[src/rtl/cplx_pkg.sv]
// Shared definitions for the complex multiplier and the downstream accumulator.
package cplx_pkg;

    // Operand component, partial product and product component widths
    localparam int unsigned IW     = 16;
    localparam int unsigned PPW    = 2 * IW;
    localparam int unsigned PW     = 2 * IW + 1;
    localparam int unsigned CTRL_W = 2;
    localparam int unsigned PROD_W = 2 * PW;

    // Product-word field offsets: {re, im}
    localparam int unsigned RE_MSB = 2 * PW - 1;
    localparam int unsigned RE_LSB = PW;
    localparam int unsigned IM_MSB = PW - 1;
    localparam int unsigned IM_LSB = 0;

    // Accumulate control codes (2'b11 is reserved and treated as clear downstream)
    localparam logic [CTRL_W-1:0] CTRL_CLR = 2'b00;
    localparam logic [CTRL_W-1:0] CTRL_ACC = 2'b01;
    localparam logic [CTRL_W-1:0] CTRL_SUB = 2'b10;

    typedef logic [CTRL_W-1:0] ctrl_t;

    // S1 payload: registered operands and code
    typedef struct packed {
        ctrl_t                 ctrl;
        logic signed [IW-1:0]  a_re;
        logic signed [IW-1:0]  a_im;
        logic signed [IW-1:0]  b_re;
        logic signed [IW-1:0]  b_im;
    } s1_t;

    // S2 payload: the four partial products and code
    typedef struct packed {
        ctrl_t                 ctrl;
        logic signed [PPW-1:0] rr;
        logic signed [PPW-1:0] ii;
        logic signed [PPW-1:0] ri;
        logic signed [PPW-1:0] ir;
    } s2_t;

    // S3 payload: the product word and code, as seen on the output ports
    typedef struct packed {
        ctrl_t                 ctrl;
        logic [PROD_W-1:0]     prod;
    } s3_t;

    // Exact signed product of two operand components
    function automatic logic signed [PPW-1:0] mul_pp(input logic signed [IW-1:0] x,
                                                     input logic signed [IW-1:0] y);
        return PPW'(x) * PPW'(y);
    endfunction

    // Sign-extend a partial product to product-component width
    function automatic logic [PW-1:0] sx_pp(input logic signed [PPW-1:0] p);
        return PW'(p);
    endfunction

endpackage

[src/rtl/cplx_pipe_stage.sv]
// One valid/ready pipeline register slice. A slice loads whenever it is empty or
// its content is leaving this cycle, so bubbles collapse. On a drain with nothing
// to load, the held payload is ANDed with DRAIN_MASK so selected fields read zero
// while the slice is empty and the rest keep their last value.
module cplx_pipe_stage #(
    parameter int unsigned   W          = 8,
    parameter logic [W-1:0]  DRAIN_MASK = '1
) (
    input  logic         clk,
    input  logic         n_rst,
    input  logic         up_valid,
    output logic         up_ready_c,
    input  logic [W-1:0] up_data,
    output logic         dn_valid,
    input  logic         dn_ready,
    output logic [W-1:0] dn_data
);

    logic load_c;

    // Space available when empty or when the current word is being taken
    assign up_ready_c = ~dn_valid | dn_ready;
    assign load_c     = up_valid & up_ready_c;

    // Slice register: load, drain, or hold
    always_ff @(posedge clk or negedge n_rst) begin
        if (!n_rst) begin
            dn_valid <= 1'b0;
            dn_data  <= '0;
        end else if (load_c) begin
            dn_valid <= 1'b1;
            dn_data  <= up_data;
        end else if (dn_ready) begin
            dn_valid <= 1'b0;
            dn_data  <= dn_data & DRAIN_MASK;
        end
    end

endmodule

[src/rtl/cplx_mult_pipe.sv]
// Pipelined signed complex multiplier: S1 operands, S2 partial products,
// S3 product word. Output bubbles carry a zero product and the last code so a
// free-running accumulator downstream holds its value.
module cplx_mult_pipe
    import cplx_pkg::*;
(
    input  logic              clk,
    input  logic              n_rst,
    input  logic              in_valid,
    output logic              in_ready,
    input  logic [1:0]        in_ctrl,
    input  logic [2*IW-1:0]   in_a,
    input  logic [2*IW-1:0]   in_b,
    output logic              out_valid,
    input  logic              out_ready,
    output logic [1:0]        out_ctrl,
    output logic [2*PW-1:0]   out_tmp
);

    localparam int unsigned S1W = $bits(s1_t);
    localparam int unsigned S2W = $bits(s2_t);
    localparam int unsigned S3W = $bits(s3_t);

    // Empty S3 keeps its code but presents a zero product
    localparam logic [S3W-1:0] S3_DRAIN_MASK = {{CTRL_W{1'b1}}, {PROD_W{1'b0}}};

    s1_t  s1_d;
    s1_t  s1_q;
    s2_t  s2_d;
    s2_t  s2_q;
    s3_t  s3_d;
    s3_t  s3_q;
    logic s1_valid;
    logic s2_valid;
    logic s2_ready_c;
    logic s3_ready_c;

    // Split operand words into components
    always_comb begin
        s1_d      = '0;
        s1_d.ctrl = in_ctrl;
        s1_d.a_re = in_a[2*IW-1:IW];
        s1_d.a_im = in_a[IW-1:0];
        s1_d.b_re = in_b[2*IW-1:IW];
        s1_d.b_im = in_b[IW-1:0];
    end

    // Four exact partial products
    always_comb begin
        s2_d      = '0;
        s2_d.ctrl = s1_q.ctrl;
        s2_d.rr   = mul_pp(s1_q.a_re, s1_q.b_re);
        s2_d.ii   = mul_pp(s1_q.a_im, s1_q.b_im);
        s2_d.ri   = mul_pp(s1_q.a_re, s1_q.b_im);
        s2_d.ir   = mul_pp(s1_q.a_im, s1_q.b_re);
    end

    // Real difference and imaginary sum at full product width
    always_comb begin
        s3_d                      = '0;
        s3_d.ctrl                 = s2_q.ctrl;
        s3_d.prod[RE_MSB:RE_LSB]  = sx_pp(s2_q.rr) - sx_pp(s2_q.ii);
        s3_d.prod[IM_MSB:IM_LSB]  = sx_pp(s2_q.ri) + sx_pp(s2_q.ir);
    end

    cplx_pipe_stage #(
        .W          (S1W)
    ) u_s1 (
        .clk        (clk),
        .n_rst      (n_rst),
        .up_valid   (in_valid),
        .up_ready_c (in_ready),
        .up_data    (s1_d),
        .dn_valid   (s1_valid),
        .dn_ready   (s2_ready_c),
        .dn_data    (s1_q)
    );

    cplx_pipe_stage #(
        .W          (S2W)
    ) u_s2 (
        .clk        (clk),
        .n_rst      (n_rst),
        .up_valid   (s1_valid),
        .up_ready_c (s2_ready_c),
        .up_data    (s2_d),
        .dn_valid   (s2_valid),
        .dn_ready   (s3_ready_c),
        .dn_data    (s2_q)
    );

    cplx_pipe_stage #(
        .W          (S3W),
        .DRAIN_MASK (S3_DRAIN_MASK)
    ) u_s3 (
        .clk        (clk),
        .n_rst      (n_rst),
        .up_valid   (s2_valid),
        .up_ready_c (s3_ready_c),
        .up_data    (s3_d),
        .dn_valid   (out_valid),
        .dn_ready   (out_ready),
        .dn_data    (s3_q)
    );

    assign out_ctrl = s3_q.ctrl;
    assign out_tmp  = s3_q.prod;

endmodule

[config.mk]
export PLATFORM = sky130hd
export DESIGN_NAME = cplx_mult_pipe
export DESIGN_NICKNAME = d
export VERILOG_FILES = /design/src/rtl/cplx_pkg.sv /design/src/rtl/cplx_pipe_stage.sv /design/src/rtl/cplx_mult_pipe.sv
export SDC_FILE = /design/constraint.sdc
export NUM_CORES = 2
export LEC_CHECK = 0
export CORE_MARGIN = 2
export CORE_UTILIZATION = 40
export CTS_CLUSTER_DIAMETER = 120
export DETAILED_ROUTE_END_ITERATION = 6
export PLACE_DENSITY = 0.59
export SYNTH_ARGS = -nofsm -noshare
export SYNTH_HDL_FRONTEND = slang
export SYNTH_SLANG_ARGS = --single-unit
[constraint.sdc]
create_clock -name clk -period 8.66 [get_ports clk]
set_input_delay 1.732 -clock clk [delete_from_list [all_inputs] [get_ports clk]]
set_output_delay 1.732 -clock clk [all_outputs]
set_load 0.005 [all_outputs]
; ---- Word level (Yosys, flattened, before mapping)
; Cells that the tools add are included.
[word_totals]
elab_cells = 33
out_inout_bits = 70
reg_bits = 267
input_bits = 70
[classes]
muxes = 8
addsub = 2
multipliers = 4
n_bitwise = 9
n_reduce_logical = 3
[ops]
columns = cell, n
row1 = $mul A16 B16 Y32, 4
row2 = $mux W68, 1
row3 = $mux W66, 1
row4 = $add A32 B32 Y33, 1
row5 = $sub A32 B32 Y33, 1
row6 = $mux W1, 6
row7 = $reduce_bool A2 Y1, 3
row8 = $and A1 B1 Y1, 3
row9 = $not A1 Y1, 3
row10 = $or A1 B1 Y1, 3

; ---- Longest topological paths before layout
[logic_depth]
depth_word = 6
mapped_depth = 25
mapped_depth_nobuf = 24

; ---- Modules after synthesis
; From an unflattened synthesis, not the netlist that was laid out.
[hier_totals]
hier_cells = 5411
area_unflattened_um2 = 53063.4
[modules_own_cells]
columns = mod, instances, cells_each, area_per_inst_um2
row1 = cplx_mult_pipe, 1, 4833, 42625.9
row2 = cplx_pipe_stage at u_s2, 1, 278, 5282.6
row3 = cplx_pipe_stage at u_s1, 1, 143, 2697.6
row4 = cplx_pipe_stage at u_s3, 1, 157, 2457.4

; ---- Worst setup path before layout
; Ideal clock, no wire load.
[synth_timing]
kind = reg2reg
from = register u_s1.dn_data[63]
to = register u_s2.dn_data[127]
path_stages_with_launch = 23
t_required_ns = 8.520
setup_time_ns = 0.140
synth_period_minus_slack_ns = 6.162
path_slack_ns = 2.498
t_arrival_ns = 6.022
path_cell_list = dfrtp_1 -> clkbuf_1 -> nand2_1 -> inv_1 -> fa_1 -> fa_1 -> fa_1 -> fa_1 -> fa_1 -> inv_1 -> fa_1 -> inv_1 -> ha_1 -> clkbuf_1 -> and4_1 -> nand2_1 -> or3_1 -> nor2_1 -> o31ai_1 -> a21oi_1 -> o211a_1 -> or3_1 -> a31oi_1
[synth_via]
elab_chain_len = 1
[synth_lines]
columns = element, line_no
row1 = from (decl), cplx_pipe_stage.sv:16  ; output logic [W-1:0] dn_data
row2 = from (signal assigned), cplx_pipe_stage.sv:32  ; dn_data <= up_data;
row3 = from (signal assigned), cplx_pipe_stage.sv:35  ; dn_data <= dn_data & DRAIN_MASK;
row4 = $mul A16 B16 Y32, cplx_pkg.sv:51  ; return PPW'(x) * PPW'(y);
row5 = to (signal assigned), cplx_pipe_stage.sv:32
row6 = to (signal assigned), cplx_pipe_stage.sv:35
row7 = to (decl), cplx_pipe_stage.sv:16
; No other way between the ends.
; A chain may end at the register's enable or synchronous reset.

; ---- Final worst setup path
[layout_timing]
from = register u_s1.dn_data[5]
to = register u_s2.dn_data[95]
; Same word-level chain as after synthesis.

==> summary.md <==
| Metric | Value |
|---|---|
| CP Class | `reg2reg` |
| I/O pin total | `140` |
| Post-synthesis adder-cell area fraction | `0.495` |
| Number of DRC markers in iteration 0 | `2,558` |
| Most frequent cells in the layout | `inv_1 (1,219), fa_1 (1,050), nand2_1 (678)` |
| Fmax achieved | `0.128 GHz` |
| Initial antenna violation count | `8` |
| Post-synth EDFFs | `0` |
| Syn Area/Cell | `9.27 sq um` |
| Post-CTS sizing | `0` |
| Max-cap viol count | `0` |
| Vias | `38,000` |
| Grt ovf | `0` |
| Site Rows | `132` |
| Mapped Area | `52,300 sq um` |
| Post-Route WL | `147,000 um` |
| Vias per inst | `5.11` |
| Crit path max fanout | `17` |
| Final Skew | `0.0489 ns` |
| R2R setup slack | `0.83 ns` |
| RSZ-0062 raised after global routing | `false` |
| Synth Net Count | `7,158` |
| Hold Buf Count CTS | `0` |
| Pins Over Slew Limit | `0` |
| CTS tree | `done` |
| Layout cells sized above 1 | `0.0481` |
| Crit path from | `u_s1.dn_data[5]` |
| Number of antenna-violating nets in the routed design | `0` |
| Most common cell after layout, fill and taps aside | `inv_1` |
| Reg-to-Reg End | `u_s2.dn_data[95]` |
| Residual DRC | `0` |
| Initial Util | `0.404` |
| Outcome | `completed` |
| Clock root cell | `clkbuf_16` |
| CTS Buffer Depth | `3` |
| Period minus WS final | `7.83 ns` |
| CTS HTree Levels | `2` |
| Synth Flop Type | `dfrtp_1` |
| Wire length of the first global-routing pass | `232,000 um` |
| Buffer count from post-CTS setup fixing | `0` |
| Sequential element share of the synthesized area | `0.128` |
| Synthesis-to-layout area growth | `9.00%` |
| Clock Sinks | `between 200 and 300` |
| Register-to-Register Path Depth | `22` |
| Worst relative slew slack | `0.146` |
| Crit path required time | `9.14 ns` |
| Drt wl/cell | `~20 um` |
| R2r startpoint | `u_s1.dn_data[5]` |
| Crit path arrival time | `8.31 ns` |
| Worst-margin pin slew | `around 1.3 ns` |
| CTS buffer count | `39` |
| FF+latch count, synth | `267` |
| Final nets | `7,178` |
| PortBufs | `139` |
| DR pass1 iterations | `6` |
| Vias in the first global route | `39,700` |
| Placer Congestion | `1.01` |
| Mux cell area share after synthesis | `0.0158` |
| Overall Global Routing Usage | `0.224` |
| Clock latency on the worst-skew pair | `0.64 ns` |
| Final Hold Fails | `0` |
| Hold crit path type | `reg2reg` |
| Final HPWL DP | `around 120,000 um` |
| Post-synthesis simple-gate area fraction | `0.147` |
| Die footprint | `134,000 sq um` |
| Final Cycle Share | `0.905` |
| CP endpoint | `u_s2.dn_data[95]` |
| Worst setup SP type | `flop` |
| Largest net degree at the start of global routing | `112` |
| Crit end category | `flop` |
| Setup violations, final | `0` |
| Clock-pin slew on the worst setup and hold paths | `roughly 0.060 ns` |
| Cells after synthesis | `about 5,600` |
| DIE HEIGHT | `approximately 370 um` |
| Complex-gate fraction of the synthesized area | `0.0791` |
| Post-Synth XOR/XNOR Area | `0.0281` |
| Core box area | `130,000 sq um` |
| Yosys warning total | `0` |
| TNS Setup | `0 ns` |
| Unique cell type count in the Yosys netlist | `77` |
| Main combinational cell family by area after synthesis | `adder cells` |
| Die X | `366 um` |
| Asr flop ratio synth | `1.00` |
-- logic make-up after synthesis --
kind of cell / after synthesis
muxes: 74
DFF: 267
buffers and inverters: 1477
and+or+nand+nor: 1572
xor gates and xnor gates: 168
AOI/OAI and AO/OA: 646
adders and majority gates: 1442
-- synthesized netlist by cell type, types with 15 or more instances --
library cell | count | area (sq um)
o21a_1 | 38 | 285
and2_1 | 503 | 3150
inv_1 | 1221 | 4580
ha_1 | 392 | 4900
nand2_1 | 680 | 2550
and3_1 | 15 | 93.8
o211ai_1 | 16 | 120
nand3_1 | 87 | 435
nor3_1 | 56 | 280
nor2_1 | 117 | 439
a211oi_1 | 22 | 165
xor2_1 | 56 | 490
a31oi_1 | 29 | 181
o21ai_1 | 17 | 85.1
xnor2_1 | 112 | 981
fa_1 | 1050 | 21000
o21ai_0 | 198 | 991
o21bai_1 | 35 | 263
o31ai_1 | 28 | 210
a21oi_1 | 114 | 571
clkbuf_1 | 241 | 905
nand2b_1 | 35 | 219
dfrtp_1 | 267 | 6680
a21o_1 | 74 | 556
mux2_2 | 69 | 777
-- worst min path at each step --
stage / startpoint / end / slack, ns / cells after the start
after floorplan: u_s1.dn_data[64] / u_s2.dn_data[128] / 0.43 / 2
after global placement: u_s1.dn_data[65] / u_s2.dn_data[129] / 0.45 / 2
after detailed placement: u_s1.dn_data[65] / u_s2.dn_data[129] / 0.46 / 2
after CTS: u_s1.dn_data[65] / u_s2.dn_data[129] / 0.47 / 2
after global routing: u_s1.dn_data[65] / u_s2.dn_data[129] / 0.48 / 2
final: u_s1.dn_data[65] / u_s2.dn_data[129] / 0.47 / 2
-- through the flow --
stage | setup WS (ns) | util | instances | instance area, sq um | hold slack (ns)
after floorplan | 2.50 | - | 5646 | 52300 | 0.433
after global placement | 1.13 | 0.430 | 7367 | 55700 | 0.446
after detailed placement | 1.03 | 0.430 | 7367 | 55700 | 0.456
after CTS | 0.992 | 0.440 | 7438 | 57000 | 0.470
after global routing | 0.567 | 0.440 | 7438 | 57000 | 0.481
final | 0.825 | 0.440 | 7439 | 57100 | 0.467
-- layout make-up --
cell class	instances	area, sq um
Multi-Input combinational cell	3902	40100
Timing Repair Buffer	235	2140
Clock buffer	48	1050
Antenna cell	1	2.50
Inverter	1221	4580
Sequential cell	267	6690
Tap cell	1742	2180
Fill cell	12700	72600
Clock inverter	23	294
-- layer usage --
metal / vias to the layer above / routed length (um) / GRT usage
li1: 17200 / - / -
met1: 19400 / 64400 / 0.311
met2: 1156 / 64200 / 0.338
met3: 203 / 11300 / 0.0518
met4: 10 / 7120 / 0.0904
met5: - / 69 / 0
-- critical path, stage by stage (launching register included) --
cell      delay, ns
dfrtp_1        0.82
buf_4          0.36
and2_1         0.23
inv_1          0.08
fa_1           0.54
inv_1          0.07
fa_1           0.82
fa_1           0.53
fa_1           0.51
fa_1           0.49
inv_1          0.05
fa_1           0.48
inv_1          0.05
ha_1           0.41
nand2_1        0.14
nor3_1         0.08
nand2_1        0.20
inv_1          0.07
a222oi_1       0.89
a31oi_1        0.29
a31oi_1        0.27
xnor2_1        0.19
o21ai_1        0.09
-- registers in the layout, indices dropped and copies added, names as in the netlist --
register / flops
u_s2.dn_data: 130
u_s3.dn_data: 68
u_s1.dn_data: 66
u_s1.dn_valid: 1
u_s2.dn_valid: 1
u_s3.dn_valid: 1
Power is not shown: default switching activity piles up to over one toggle a cycle in this logic, so the estimate is an artifact.
